[src/rtl/cache_ctrl.sv]
// cache_ctrl: direct-mapped, write-through, write-no-allocate cache controller
// sitting between the CPU sequencer and a synchronous single-port RAM.
//
// Ports:
//   clk, rst                      clock, asynchronous active-high reset
//   req, req_we, req_addr,        CPU request strobe, store flag, word address,
//   req_wdata                     store data
//   ready                         combinational: idle and not flushing
//   ack, rdata, hit               registered completion pulse, load data, hit flag
//   flush                         invalidate all lines (honoured only in IDLE)
//   mem_addr, mem_cs, mem_we,     RAM address and control pins
//   mem_oe, mem_wdata, mem_rdata  RAM write data and read data
//   hit_count, miss_count         saturating performance counters
module cache_ctrl #(
  parameter int unsigned ADDR_WIDTH = 14,
  parameter int unsigned DATA_WIDTH = 16,
  parameter int unsigned INDEX_BITS = 4
) (
  input  logic                  clk,
  input  logic                  rst,
  input  logic                  req,
  input  logic                  req_we,
  input  logic [ADDR_WIDTH-1:0] req_addr,
  input  logic [DATA_WIDTH-1:0] req_wdata,
  output logic                  ready,
  output logic                  ack,
  output logic [DATA_WIDTH-1:0] rdata,
  output logic                  hit,
  input  logic                  flush,
  output logic [ADDR_WIDTH-1:0] mem_addr,
  output logic                  mem_cs,
  output logic                  mem_we,
  output logic                  mem_oe,
  output logic [DATA_WIDTH-1:0] mem_wdata,
  input  logic [DATA_WIDTH-1:0] mem_rdata,
  output logic [15:0]           hit_count,
  output logic [15:0]           miss_count
);

  localparam int unsigned LINES = 2 ** INDEX_BITS;
  localparam int unsigned TAG_W = ADDR_WIDTH - INDEX_BITS;

  localparam logic [2:0] S_IDLE     = 3'd0;
  localparam logic [2:0] S_LOOKUP   = 3'd1;
  localparam logic [2:0] S_MEM_RD   = 3'd2;
  localparam logic [2:0] S_MEM_WAIT = 3'd3;
  localparam logic [2:0] S_MEM_WR   = 3'd4;

  logic [2:0]            state, state_n;
  logic [ADDR_WIDTH-1:0] addr_q;
  logic                  we_q;
  logic [DATA_WIDTH-1:0] wdata_q;
  logic                  lookup_hit_q, lookup_hit_n;
  logic [LINES-1:0]      valid_q, valid_n;

  logic [TAG_W-1:0]      tag_mem  [LINES];
  logic [DATA_WIDTH-1:0] data_mem [LINES];

  logic                  ack_n, hit_n;
  logic [DATA_WIDTH-1:0] rdata_n;
  logic [ADDR_WIDTH-1:0] mem_addr_n;
  logic                  mem_cs_n, mem_we_n, mem_oe_n;
  logic [DATA_WIDTH-1:0] mem_wdata_n;
  logic [15:0]           hit_count_n, miss_count_n;

  logic                  line_we, tag_we;
  logic [DATA_WIDTH-1:0] line_wdata;

  logic [INDEX_BITS-1:0] idx;
  logic [TAG_W-1:0]      tag_in;
  logic                  cache_hit;
  logic                  accept;

  assign idx       = addr_q[INDEX_BITS-1:0];
  assign tag_in    = addr_q[ADDR_WIDTH-1:INDEX_BITS];
  assign cache_hit = valid_q[idx] && (tag_mem[idx] == tag_in);
  assign ready     = (state == S_IDLE) && !flush;
  assign accept    = req && ready;

  function automatic logic [15:0] sat_inc(input logic [15:0] v);
    return (v == 16'hFFFF) ? v : v + 16'd1;
  endfunction

  // Next-state and next-output logic.
  always_comb begin
    state_n      = state;
    lookup_hit_n = lookup_hit_q;
    valid_n      = valid_q;
    ack_n        = 1'b0;
    hit_n        = hit;
    rdata_n      = rdata;
    mem_addr_n   = mem_addr;
    mem_cs_n     = mem_cs;
    mem_we_n     = mem_we;
    mem_oe_n     = mem_oe;
    mem_wdata_n  = mem_wdata;
    hit_count_n  = hit_count;
    miss_count_n = miss_count;
    line_we      = 1'b0;
    tag_we       = 1'b0;
    line_wdata   = '0;

    case (state)
      S_IDLE: begin
        if (flush) begin
          valid_n = '0;
        end else if (req) begin
          state_n = S_LOOKUP;
        end
      end
      S_LOOKUP: begin
        if (!we_q) begin
          if (cache_hit) begin
            ack_n       = 1'b1;
            hit_n       = 1'b1;
            rdata_n     = data_mem[idx];
            hit_count_n = sat_inc(hit_count);
            state_n     = S_IDLE;
          end else begin
            mem_addr_n   = addr_q;
            mem_cs_n     = 1'b1;
            mem_oe_n     = 1'b1;
            mem_we_n     = 1'b0;
            miss_count_n = sat_inc(miss_count);
            state_n      = S_MEM_RD;
          end
        end else begin
          mem_addr_n   = addr_q;
          mem_wdata_n  = wdata_q;
          mem_cs_n     = 1'b1;
          mem_we_n     = 1'b1;
          mem_oe_n     = 1'b0;
          lookup_hit_n = cache_hit;
          // Write-through: a store hit refreshes the line, a miss leaves the cache alone.
          if (cache_hit) begin
            line_we     = 1'b1;
            line_wdata  = wdata_q;
            hit_count_n = sat_inc(hit_count);
          end else begin
            miss_count_n = sat_inc(miss_count);
          end
          state_n = S_MEM_WR;
        end
      end
      S_MEM_RD: begin
        state_n = S_MEM_WAIT;
      end
      S_MEM_WAIT: begin
        // RAM data for the address sampled last edge is on mem_rdata now.
        line_we      = 1'b1;
        line_wdata   = mem_rdata;
        tag_we       = 1'b1;
        valid_n[idx] = 1'b1;
        ack_n        = 1'b1;
        hit_n        = 1'b0;
        rdata_n      = mem_rdata;
        mem_cs_n     = 1'b0;
        mem_oe_n     = 1'b0;
        state_n      = S_IDLE;
      end
      S_MEM_WR: begin
        ack_n    = 1'b1;
        hit_n    = lookup_hit_q;
        mem_cs_n = 1'b0;
        mem_we_n = 1'b0;
        state_n  = S_IDLE;
      end
      default: begin
        state_n = S_IDLE;
      end
    endcase
  end

  // State, control and output registers.
  always_ff @(posedge clk or posedge rst) begin
    if (rst) begin
      state        <= S_IDLE;
      addr_q       <= '0;
      we_q         <= 1'b0;
      wdata_q      <= '0;
      lookup_hit_q <= 1'b0;
      valid_q      <= '0;
      ack          <= 1'b0;
      hit          <= 1'b0;
      rdata        <= '0;
      mem_addr     <= '0;
      mem_cs       <= 1'b0;
      mem_we       <= 1'b0;
      mem_oe       <= 1'b0;
      mem_wdata    <= '0;
      hit_count    <= '0;
      miss_count   <= '0;
    end else begin
      state        <= state_n;
      lookup_hit_q <= lookup_hit_n;
      valid_q      <= valid_n;
      ack          <= ack_n;
      hit          <= hit_n;
      rdata        <= rdata_n;
      mem_addr     <= mem_addr_n;
      mem_cs       <= mem_cs_n;
      mem_we       <= mem_we_n;
      mem_oe       <= mem_oe_n;
      mem_wdata    <= mem_wdata_n;
      hit_count    <= hit_count_n;
      miss_count   <= miss_count_n;
      if (accept) begin
        addr_q  <= req_addr;
        we_q    <= req_we;
        wdata_q <= req_wdata;
      end
    end
  end

  // Tag and data arrays carry no reset; valid bits alone qualify them.
  always_ff @(posedge clk) begin
    if (line_we) data_mem[idx] <= line_wdata;
    if (tag_we)  tag_mem[idx]  <= tag_in;
  end

endmodule

[config.mk]
export PLATFORM = sky130hd
export DESIGN_NAME = cache_ctrl
export DESIGN_NICKNAME = d
export VERILOG_FILES = /design/src/rtl/cache_ctrl.sv
export SDC_FILE = /design/constraint.sdc
export NUM_CORES = 1
export LEC_CHECK = 0
export CAP_MARGIN = 10
export CELL_PAD_IN_SITES_DETAIL_PLACEMENT = 2
export CELL_PAD_IN_SITES_GLOBAL_PLACEMENT = 2
export CORE_ASPECT_RATIO = 0.6
export CORE_MARGIN = 2
export CORE_UTILIZATION = 41
export CTS_CLUSTER_DIAMETER = 50
export CTS_CLUSTER_SIZE = 28
export DETAILED_ROUTE_END_ITERATION = 16
export PLACE_DENSITY = 0.83
export SETUP_SLACK_MARGIN = 0.1
export SLEW_MARGIN = 20
export SYNTH_ARGS = -nofsm -noshare
export SYNTH_HDL_FRONTEND = slang
export SYNTH_SLANG_ARGS = --single-unit
[constraint.sdc]
create_clock -name clk -period 4 [get_ports clk]
set_input_delay 0.6 -clock clk [delete_from_list [all_inputs] [get_ports clk]]
set_output_delay 0.6 -clock clk [all_outputs]
set_load 0.1 [all_outputs]
==> results of run 1 <==
## cells in the mapped netlist, types with 3 or more instances
library cell,instances
mux2_2,39
nor3_1,12
buf_1,5
a21oi_1,24
buf_2,21
nor2b_1,23
o21ai_0,7
nand2b_1,6
xnor2_1,33
buf_6,10
nand3_1,39
buf_4,6
mux4_2,112
nor3_2,10
dfrtp_1,134
and3_1,13
a22o_1,19
o21a_1,18
and4_1,4
nand4_1,19
inv_1,9
a21o_1,3
nor2_1,31
xor2_1,5
nor4_1,6
or3_1,3
mux2i_1,51
a22oi_1,6
nand2_1,124
mux2_1,10
edfxtp_1,416
clkbuf_1,28
## registers in the layout, indices dropped and copies added (netlist names), 16 cells and up
name        flops
mem_wdata      16
hit_count      16
miss_count     16
data_mem      256
wdata_q        16
tag_mem       160
rdata          16
valid_q        16
## repair_timing
item	in CTS	in global routing
setup endpoints to repair	354	268
setup buffers	1	6
hold buffers	0	0
pin swaps	0	0
gates resized for setup	2	0
gates cloned	0	0
## final timing paths
check,slack (ps),cells after the start,endpoint
max,190,12,data_mem[8][13]
min,490,2,mem_wdata[14]
max reg2reg,190,12,data_mem[8][13]
min reg2reg,490,2,mem_wdata[14]
max in group asynchronous,2630,3,mem_addr[2]
min in group asynchronous,560,2,mem_addr[10]
## routing by layer
metal	part of all wire [%]	global-route usage, %
met5	0	0
met4	2.1	6.08
met3	7.7	5.38
met2	47	41.5
met1	44	38.2
## cell type report
class / instances / area, um2
timing repair buffer: 241 / 2510
fill: 4845 / 27300
clock buffer: 43 / 1060
inverter: 10 / 41.3
clock inverter: 31 / 314
sequential: 550 / 15900
multi-input combinational: 652 / 6230
tap: 714 / 893
## cell usage in the layout (no fill, tap or decap), drive strengths merged, types with 4 or more instances in the layout
master,Yosys,layout
xnor2,33,33
dfrtp,134,134
clkdlybuf4s50,0,133
clkbuf,28,43
nand2b,6,6
inv,9,23
a22o,19,19
nor2b,23,23
nor2,32,32
mux2i,51,51
xor2,5,5
nor3,22,22
and3,13,13
mux4,112,112
nand3,39,39
o21ai,7,7
edfxtp,416,416
nand2,124,124
nor4,8,8
a22oi,6,6
nand4,19,19
a21oi,24,24
clkinv,1,16
mux2,51,51
and4,4,4
o21a,18,18
buf,44,108
## power breakdown
part / switching (W) / internal [W]
Combinational: 0.00578 / 0.00300
Clock: 0.00233 / 0.00207
Sequential: 0.000760 / 0.00703
Total: 0.00886 / 0.0121
## metrics by stage
stage / total power, W / instance area [um2] / hold slack (ps)
finish: 0.0210 / 26900 / 491
global route: 0.0216 / 26900 / 526
CTS: 0.0209 / 26800 / 500
detailed placement: 0.0164 / 25400 / 479
global placement: 0.0158 / 25400 / 459
floorplan: 0.0134 / 22500 / 450
## cell families (layout without fill, tap and decap cells)
group | count (synthesis) | count (layout)
AO/OA/AOI/OAI | 97 | 97
XOR/XNOR | 38 | 38
adder cells (fa/ha/maj) | 2 | 2
buffers and inverters | 82 | 325
flip-flops | 550 | 550
multiplexers | 214 | 214
AND/OR/NAND/NOR | 301 | 301
## worst reg2reg max path, delay by kind of cell (launching register included)
kind	cells	cell delay [ps]
simple gates	4	990
buf+inv	5	1040
flops	1	620
compound gates	3	830
==> results_dict.tcl, run 1 <==
set metrics [dict create \
    worst_pin_slew_ps 1180 \
    cp_num_buf_inv 5 \
    drt_pre_antenna_iters 5 \
    maxCapViolations 0 \
    status "finished clean" \
    routabilityCongestion 0.854 \
    drtAntennaViolNets 0 \
    worstPathRequired_ps 4280 \
    setup_viol 0 \
    synth_top_area_share_pct 55.5 \
    slowest_stage "dfrtp_4" \
    drt_wl_total_um 74700 \
    clkSinkCount 550 \
    pre_cts_ws_ps -53.8 \
    clk_latency_ps 590 \
    die_w_um 306 \
    synth_edf_count 416 \
    start_kind "flop" \
    period_needed_ps 3810 \
    hpwl_um 48700 \
    crit_chain "inv_1, buf_4, o32ai_1, o41ai_1, buf_4, nand3_1, nor4_2, nand4_1, o21a_1, buf_12, nor4_2, buf_4" \
    core-area_um2 54200 \
    clock_path_buffers 3 \
    dieArea_um2 56800 \
    setup_slack_ps 191 \
    synth_compound_area_share_pct 3.13 \
    synth_nets 1337 \
    skew_ps 32.2 \
    cp_max_fo 16 \
    dp.cells 2160 \
    drc 0 \
    chipHeight_um 185 \
    synth-seq-area-share_pct 70.4 \
    drive_gt1_share_pct 23.6 \
    num_antenna_cells 0 \
    netlist_area_um2 22500 \
    grt_max_degree 75 \
    final_nets 1548 \
    grt_pass1_wl_um 108000 \
    synthAdderAreaFrac_pct 0.111 \
    critPathLaunch "addr_q[1]" \
    arrival_ps 4090 \
    period_share_pct 95.2 \
    critPathTopFamily "buffers and inverters" \
    portBuffers 134 \
    r2r_start "addr_q[1]" \
    area_delta_synth_final_pct 19.6 \
    synth_simple_gate_area_share_pct 6.72 \
    clock-root-buffer "clkbuf_16" \
    setup-tns-final_ps 0 \
    hold_path.startpoint "mem_wdata[14]" \
    rows 66 \
    drt-wirelength-per-cell_um 33.3 \
    hold_viol 0 \
    async_flop_share_pct 24.4 \
    synth_ff_type "edfxtp_1" \
    synth.area.top_cells "edfxtp_1 56%, dfrtp_1 15%, mux4_2 11%" \
    muxShareOfSynthArea_pct 16.1 \
    max-vdd-ir-drop_v 0.000429 \
    drv_slew 0 \
    track_usage_pct 26.4 \
    grt_setup_unrepaired "false" \
    route.vias.total 13800 \
    relSlewSlack_pct 21.2 \
    synth_top_area_cell "edfxtp_1" \
    via_per_inst 6.16 \
    p_per_area_nw_per_um2 779 \
    syn_inst 1284 \
    hp-class "flop to flop" \
    post-route-util_pct 49.7 \
    synthXorXnorAreaFrac_pct 1.48 \
    fmax_mhz 263 \
    floorplan.initialDensity_pct 41.5 \
    postSynthAreaPerCell_um2 17.5 \
    critPathMaxStageDelay_ps 620 \
    synth-seq-cells 550 \
    gr-total-overflow 0 \
    path_clk_slew_ps 90 \
    p_leak_nw 9.62 \
    yosysWarnings 0 \
    io_pins 135 \
    synth_top_family_by_area "multiplexers" \
    grt_pass1_vias 14700 \
    cp_common_cell "buf_4" \
    cts_tree "yes" \
    antenna_found_initial 2 \
    endpoint_kind "flop" \
    cts_buffers 40 \
    critPathKind "flop to flop" \
    stdcell_count 2241 \
    htreeDepth 2 \
    yosysUniqueCellTypes 62 \
    drt_iter0_drc 1402 \
]
Power figures use the tool's default switching activity.
==> run 2, diff against run 1 <==
--- a/config.mk
+++ b/config.mk
@@ -16,7 +16,9 @@
 export DETAILED_ROUTE_END_ITERATION = 16
 export PLACE_DENSITY = 0.83
 export SETUP_SLACK_MARGIN = 0.1
+export SKIP_LAST_GASP = 1
 export SLEW_MARGIN = 20
 export SYNTH_ARGS = -nofsm -noshare
 export SYNTH_HDL_FRONTEND = slang
 export SYNTH_SLANG_ARGS = --single-unit
+export TNS_END_PERCENT = 20
==> run 2 against run 1 <==
  * Worst hold slack got worse by 7.0 ps
  * First-iteration DRC count rose by 4.0%
  * Routed wire length rose by 1.9%
  * Sequential share of layout area rose by 0.12 points
  * Utilization fell by 0.095 points
  * Critical endpoint is now data_mem[4][1]
  * Largest cell class unchanged
  * Largest power group unchanged
==> results_dict.tcl, run 2 (synthesis gave the netlist of run 1 again) <==
set metrics [dict create \
    status "finished clean" \
    worst_pin_slew_ps 1140 \
    grt_setup_unrepaired "true" \
    antenna_found_initial 5 \
    grt_max_degree 65 \
    floorplan.initialDensity_pct 41.5 \
    chipHeight_um 185 \
    hold_buffers 0 \
    rows 66 \
    endpoint_kind "flop" \
    via_per_inst 6.14 \
    drt_wl_total_um 76100 \
    routabilityCongestion 0.842 \
    final_nets 1541 \
    cts_tree "yes" \
    largest_register_ff_count 256 \
    drive_gt1_share_pct 23.2 \
    hold_viol 0 \
    layout_commonest_cell "edfxtp_1" \
    start_kind "flop" \
    path_clk_slew_ps 80 \
    reg.largest.list "data_mem (256), tag_mem (160)" \
    area_delta_synth_final_pct 19.4 \
    p_per_area_nw_per_um2 775 \
    max-vdd-ir-drop_v 0.000313 \
    track_usage_pct 27.1 \
    route.vias.total 13700 \
    fmax_mhz 258 \
    stdcell_count 2234 \
    seq_power_share_pct 37.8 \
    maxCapViolations 0 \
    drc 0 \
    drv_slew 0 \
    setup_viol 0 \
    clk_latency_ps 600 \
    gr-total-overflow 0 \
    fin_area_um2 26900 \
    dp.cells 2156 \
    io_pins 135 \
    grt_pass1_wl_um 110000 \
    clock_path_buffers 3 \
    power.switching_w 0.00870 \
    largest_register "data_mem" \
    dieArea_um2 56800 \
    relSlewSlack_pct 23.5 \
    hpwl_um 48700 \
    clock-root-buffer "clkbuf_16" \
    hold_slack_ps 484 \
    period_needed_ps 3870 \
    portBuffers 134 \
    r2r_slack_ps 130 \
    grt_pass1_vias 15000 \
    p_int_w 0.0121 \
    drtAntennaViolNets 0 \
    skew_ps 55.9 \
    combPwrFrac_pct 41.0 \
    drt_pre_antenna_iters 5 \
    period_share_pct 96.8 \
    p_sw_share_pct 41.8 \
    fillers 4872 \
    worstPathRequired_ps 4250 \
    post-route-util_pct 49.6 \
    drt_iter0_drc 1458 \
    drt-wirelength-per-cell_um 34.0 \
    arrival_ps 4120 \
    die_w_um 306 \
    htreeDepth 2 \
    cts_buffers 41 \
    p_leak_nw 9.59 \
    hp-class "flop to flop" \
    mostFrequentLayoutCells "416 x edfxtp_1, 133 x clkdlybuf4s50_1, 131 x dfrtp_1, 123 x nand2_1, 112 x mux4_2" \
    critPathKind "flop to flop" \
    clkPwrFrac_pct 21.2 \
    place_area_um2 25400 \
    clkSinkCount 550 \
    setup-tns-final_ps 0 \
    core-area_um2 54200 \
    cp_max_fo 27 \
]
run 2: changes by cell type in the layout (fill, tap and decap cells not counted), moves of 2 or more:
| cell | before | now |
|---|---|---|
| buf_4 | 77 | 71 |
| buf_6 | 2 | 0 |
| bufinv_16 | 0 | 2 |
| clkbuf_1 | 0 | 2 |
| clkinv_4 | 6 | 3 |
| inv_16 | 2 | 0 |
| inv_6 | 3 | 6 |
| nor4_2 | 7 | 5 |
run 2: power groups by stage:
stage / sequential [W] / clock (W) / combinational [W]
3_5_place_dp: 0.00799 / 0 / 0.00826
4_1_cts: 0.00785 / 0.00448 / 0.00849
2_1_floorplan: 0.00954 / 0 / 0.00388
6_report: 0.00787 / 0.00442 / 0.00854
3_3_place_gp: 0.00787 / 0 / 0.00780
5_1_grt: 0.00794 / 0.00467 / 0.00890
run 2: cell type report:
class	count	area (um2)	share of cell area, %
Antenna cell	1	2.50	0.00932
Clock buffer	45	1060	3.95
Sequential cell	550	15900	59.0
Tap cell	714	893	3.33
Multi-Input combinational cell	652	6240	23.3
Timing Repair Buffer	233	2440	9.08
Inverter	10	42.5	0.158
Clock inverter	29	319	1.19
run 2: final timing paths:
check / end / cells after the start / start
worst min register to register: mem_wdata[13] / 2 / mem_wdata[13]
min in group asynchronous: state[2] / 2 / rst
worst max register to register: data_mem[4][1] / 10 / addr_q[1]
max in group asynchronous: addr_q[0] / 3 / rst
worst min-delay path: mem_wdata[13] / 2 / mem_wdata[13]
worst max-delay path: data_mem[4][1] / 10 / addr_q[1]
run 2: metrics by stage:
stage / total power (W) / worst slack (ps)
6_report: 0.0208 / 128
3_3_place_gp: 0.0157 / 160
4_1_cts: 0.0208 / 148
2_1_floorplan: 0.0134 / -266
5_1_grt: 0.0215 / 26.5
3_5_place_dp: 0.0163 / -20.3
run 2: critical path: stages, from the launching register on:
cell	delay, ps
dfrtp_4	600
buf_4	440
or3_1	260
nand4_1	180
a221o_1	370
nor4_2	430
nand4_1	240
o21a_1	280
buf_12	170
nor4_2	300
buf_12	260
run 2: timing repair:
action                     CTS  global route
setup endpoints to repair  481            93
setup buffers                3             0
resized for setup            3             2
cloned                       0             0
run 2: per-layer routing:
| layer | part of all wire, % | wire length [um] | GRT usage [%] |
|---|---|---|---|
| met3 | 9.2 | 6980 | 6.35 |
| met5 | 0.064 | 49 | 0 |
| met4 | 2.7 | 2090 | 7.76 |
| met1 | 41 | 30900 | 36.4 |
| met2 | 47 | 36100 | 44.2 |
==> run 3, diff against run 2 <==
==> constraint.sdc (replaced) <==
create_clock -name clk -period 4 [get_ports clk]
set_input_delay 0.4 -clock clk [delete_from_list [all_inputs] [get_ports clk]]
set_output_delay 0.4 -clock clk [all_outputs]
set_load 0.1 [all_outputs]
==> run 3 against run 2 <==
  * Sequential share of layout area decreased by 0.42 points
  * Clock skew is 15 ps lower
  * Final cell count rose by 0.36%
  * Utilization rose by 0.35 points
  * Via count up 1.4%
  * Sequential power hardly changed
  * Global-route usage is 0.78 points higher
  * Clock-buffer cell count rose by 1
  * Combinational power up 3.5%
==> results_dict.tcl, run 3 (synthesis gave the netlist of run 1 again) <==
set metrics [dict create \
    r2r_slack_ps 130 \
    multi_input_area_um2 6300 \
    dieArea_um2 56800 \
    drv_slew 0 \
    clk_latency_ps 610 \
    status "finished clean" \
    die_w_um 306 \
    fmax_mhz 258 \
    critPathMaxStageDelay_ps 490 \
    largest_register_ff_count 256 \
    hp-class "primary input to async pin" \
    r2r_start "addr_q[2]" \
    drt_wl_total_um 79200 \
    skew_ps 41.2 \
    largest_register "data_mem" \
    routabilityCongestion 0.843 \
    endpoint_kind "flop" \
    core-area_um2 54200 \
    portBuffers 134 \
    num_antenna_cells 0 \
    hold_buffers 0 \
    drive_gt1_share_pct 24.1 \
    drt_pre_antenna_iters 5 \
    use_met1_pct 37.4 \
    p_per_area_nw_per_um2 790 \
    grt_pass1_vias 15100 \
    drtAntennaViolNets 0 \
    mostFrequentLayoutCells "416 x edfxtp_1, 133 x clkdlybuf4s50_1, 131 x dfrtp_1, 123 x nand2_1, 112 x mux4_2" \
    grt_pass1_wl_um 113000 \
    floorplan.initialDensity_pct 41.5 \
    ff_latch_area_um2 15900 \
    period_needed_ps 3870 \
    drc 0 \
    arrival_ps 4160 \
    htreeDepth 2 \
    final_nets 1548 \
    clock-root-buffer "clkbuf_16" \
    hold_viol 0 \
    maxCapViolations 0 \
    crit_chain "buf_4, inv_1, mux2i_1, mux2i_1, xor2_1, nor4_2, nand4_1, o21a_1, buf_12, nor4_4, buf_4" \
    track_usage_pct 27.8 \
    reg2reg_depth 11 \
    path_clk_slew_ps 90 \
    r2r_end "data_mem[12][15]" \
    chipHeight_um 185 \
    period_share_pct 96.8 \
    max-vdd-ir-drop_v 0.000429 \
    cts_tree "yes" \
    clkSinkCount 550 \
    grt_setup_unrepaired "true" \
    via_per_inst 6.20 \
    drt_iter0_drc 1746 \
    cp_num_buf_inv 4 \
    worst_pin_slew_ps 1130 \
    hpwl_um 47100 \
    relSlewSlack_pct 24.5 \
    worstPathRequired_ps 4290 \
    layout_commonest_cell "edfxtp_1" \
    drt-wirelength-per-cell_um 35.3 \
    area_delta_synth_final_pct 20.2 \
    antenna_found_initial 0 \
    fillers 4804 \
    slowest_stage "inv_1" \
    io_pins 135 \
    post-route-util_pct 49.9 \
    cts_buffers 42 \
    clock_path_buffers 3 \
    busiest_layer "met2" \
    critPathTopFamily "buffers and inverters" \
    grt_max_degree 79 \
    use_met3_pct 7.32 \
    rows 66 \
    grt_use_met2_pct 44.6 \
    start_kind "flop" \
    critPathKind "flop to flop" \
    route.vias.total 13900 \
    setup_viol 0 \
    setup-tns-final_ps 0 \
    gr-total-overflow 0 \
    cp_max_fo 16 \
    p_leak_nw 9.68 \
    reg.largest.list "data_mem (256), tag_mem (160)" \
]
[run 3: power by group]
part / total (W) / leakage, nW / switching [W] / internal [W]
combinational: 0.00884 / 3.49 / 0.00582 / 0.00302
sequential: 0.00787 / 5.48 / 0.000837 / 0.00703
clock: 0.00466 / 0.708 / 0.00242 / 0.00224
[run 3: area by class of cell]
class | count | area share, %
tap | 714 | 3.30
clock inverter | 31 | 1.36
inverter | 10 | 0.157
clock buffer | 46 | 4.02
timing repair buffer | 239 | 9.26
sequential | 550 | 58.6
multi-input combinational | 652 | 23.3
[run 3: repair_timing]
item / 4_1_cts / 5_1_grt
buffers inserted: 4 / 5
resized for setup: 4 / 14
pin swaps: 0 / 3
cloned: 0 / 1
setup endpoints to repair: 504 / 310
[run 3: layer usage]
metal / up-vias / part of all wire (%)
met1: 7408 / 40
met5: - / 0
met2: 880 / 47
met4: 0 / 3.1
li1: 5454 / -
met3: 158 / 9.9
[run 3: per-stage QoR]
step / setup slack (ps) / power (W) / cells / area, um2 / hold WS (ps)
floorplan: -266 / 0.0134 / 1284 / 22500 / 450
detailed placement: -9.04 / 0.0162 / 2155 / 25400 / 466
global placement: 162 / 0.0157 / 2155 / 25400 / 458
global route: 66.7 / 0.0220 / 2242 / 27000 / 412
finish: 127 / 0.0214 / 2242 / 27000 / 362
CTS: 115 / 0.0211 / 2236 / 26900 / 404
[run 3: worst max-delay path by stage]
stage | cells past startpoint | startpoint | end | slack (ps)
final | 11 | addr_q[2] | data_mem[12][15] | 130
after global routing | 12 | addr_q[0] | data_mem[12][5] | 70
after CTS | 13 | addr_q[0] | data_mem[3][9] | 110
after detailed placement | 12 | addr_q[0] | data_mem[12][12] | -9
after global placement | 8 | addr_q[0] | rdata[13] | 160
after floorplan | 11 | addr_q[0] | data_mem[0][0] | -270
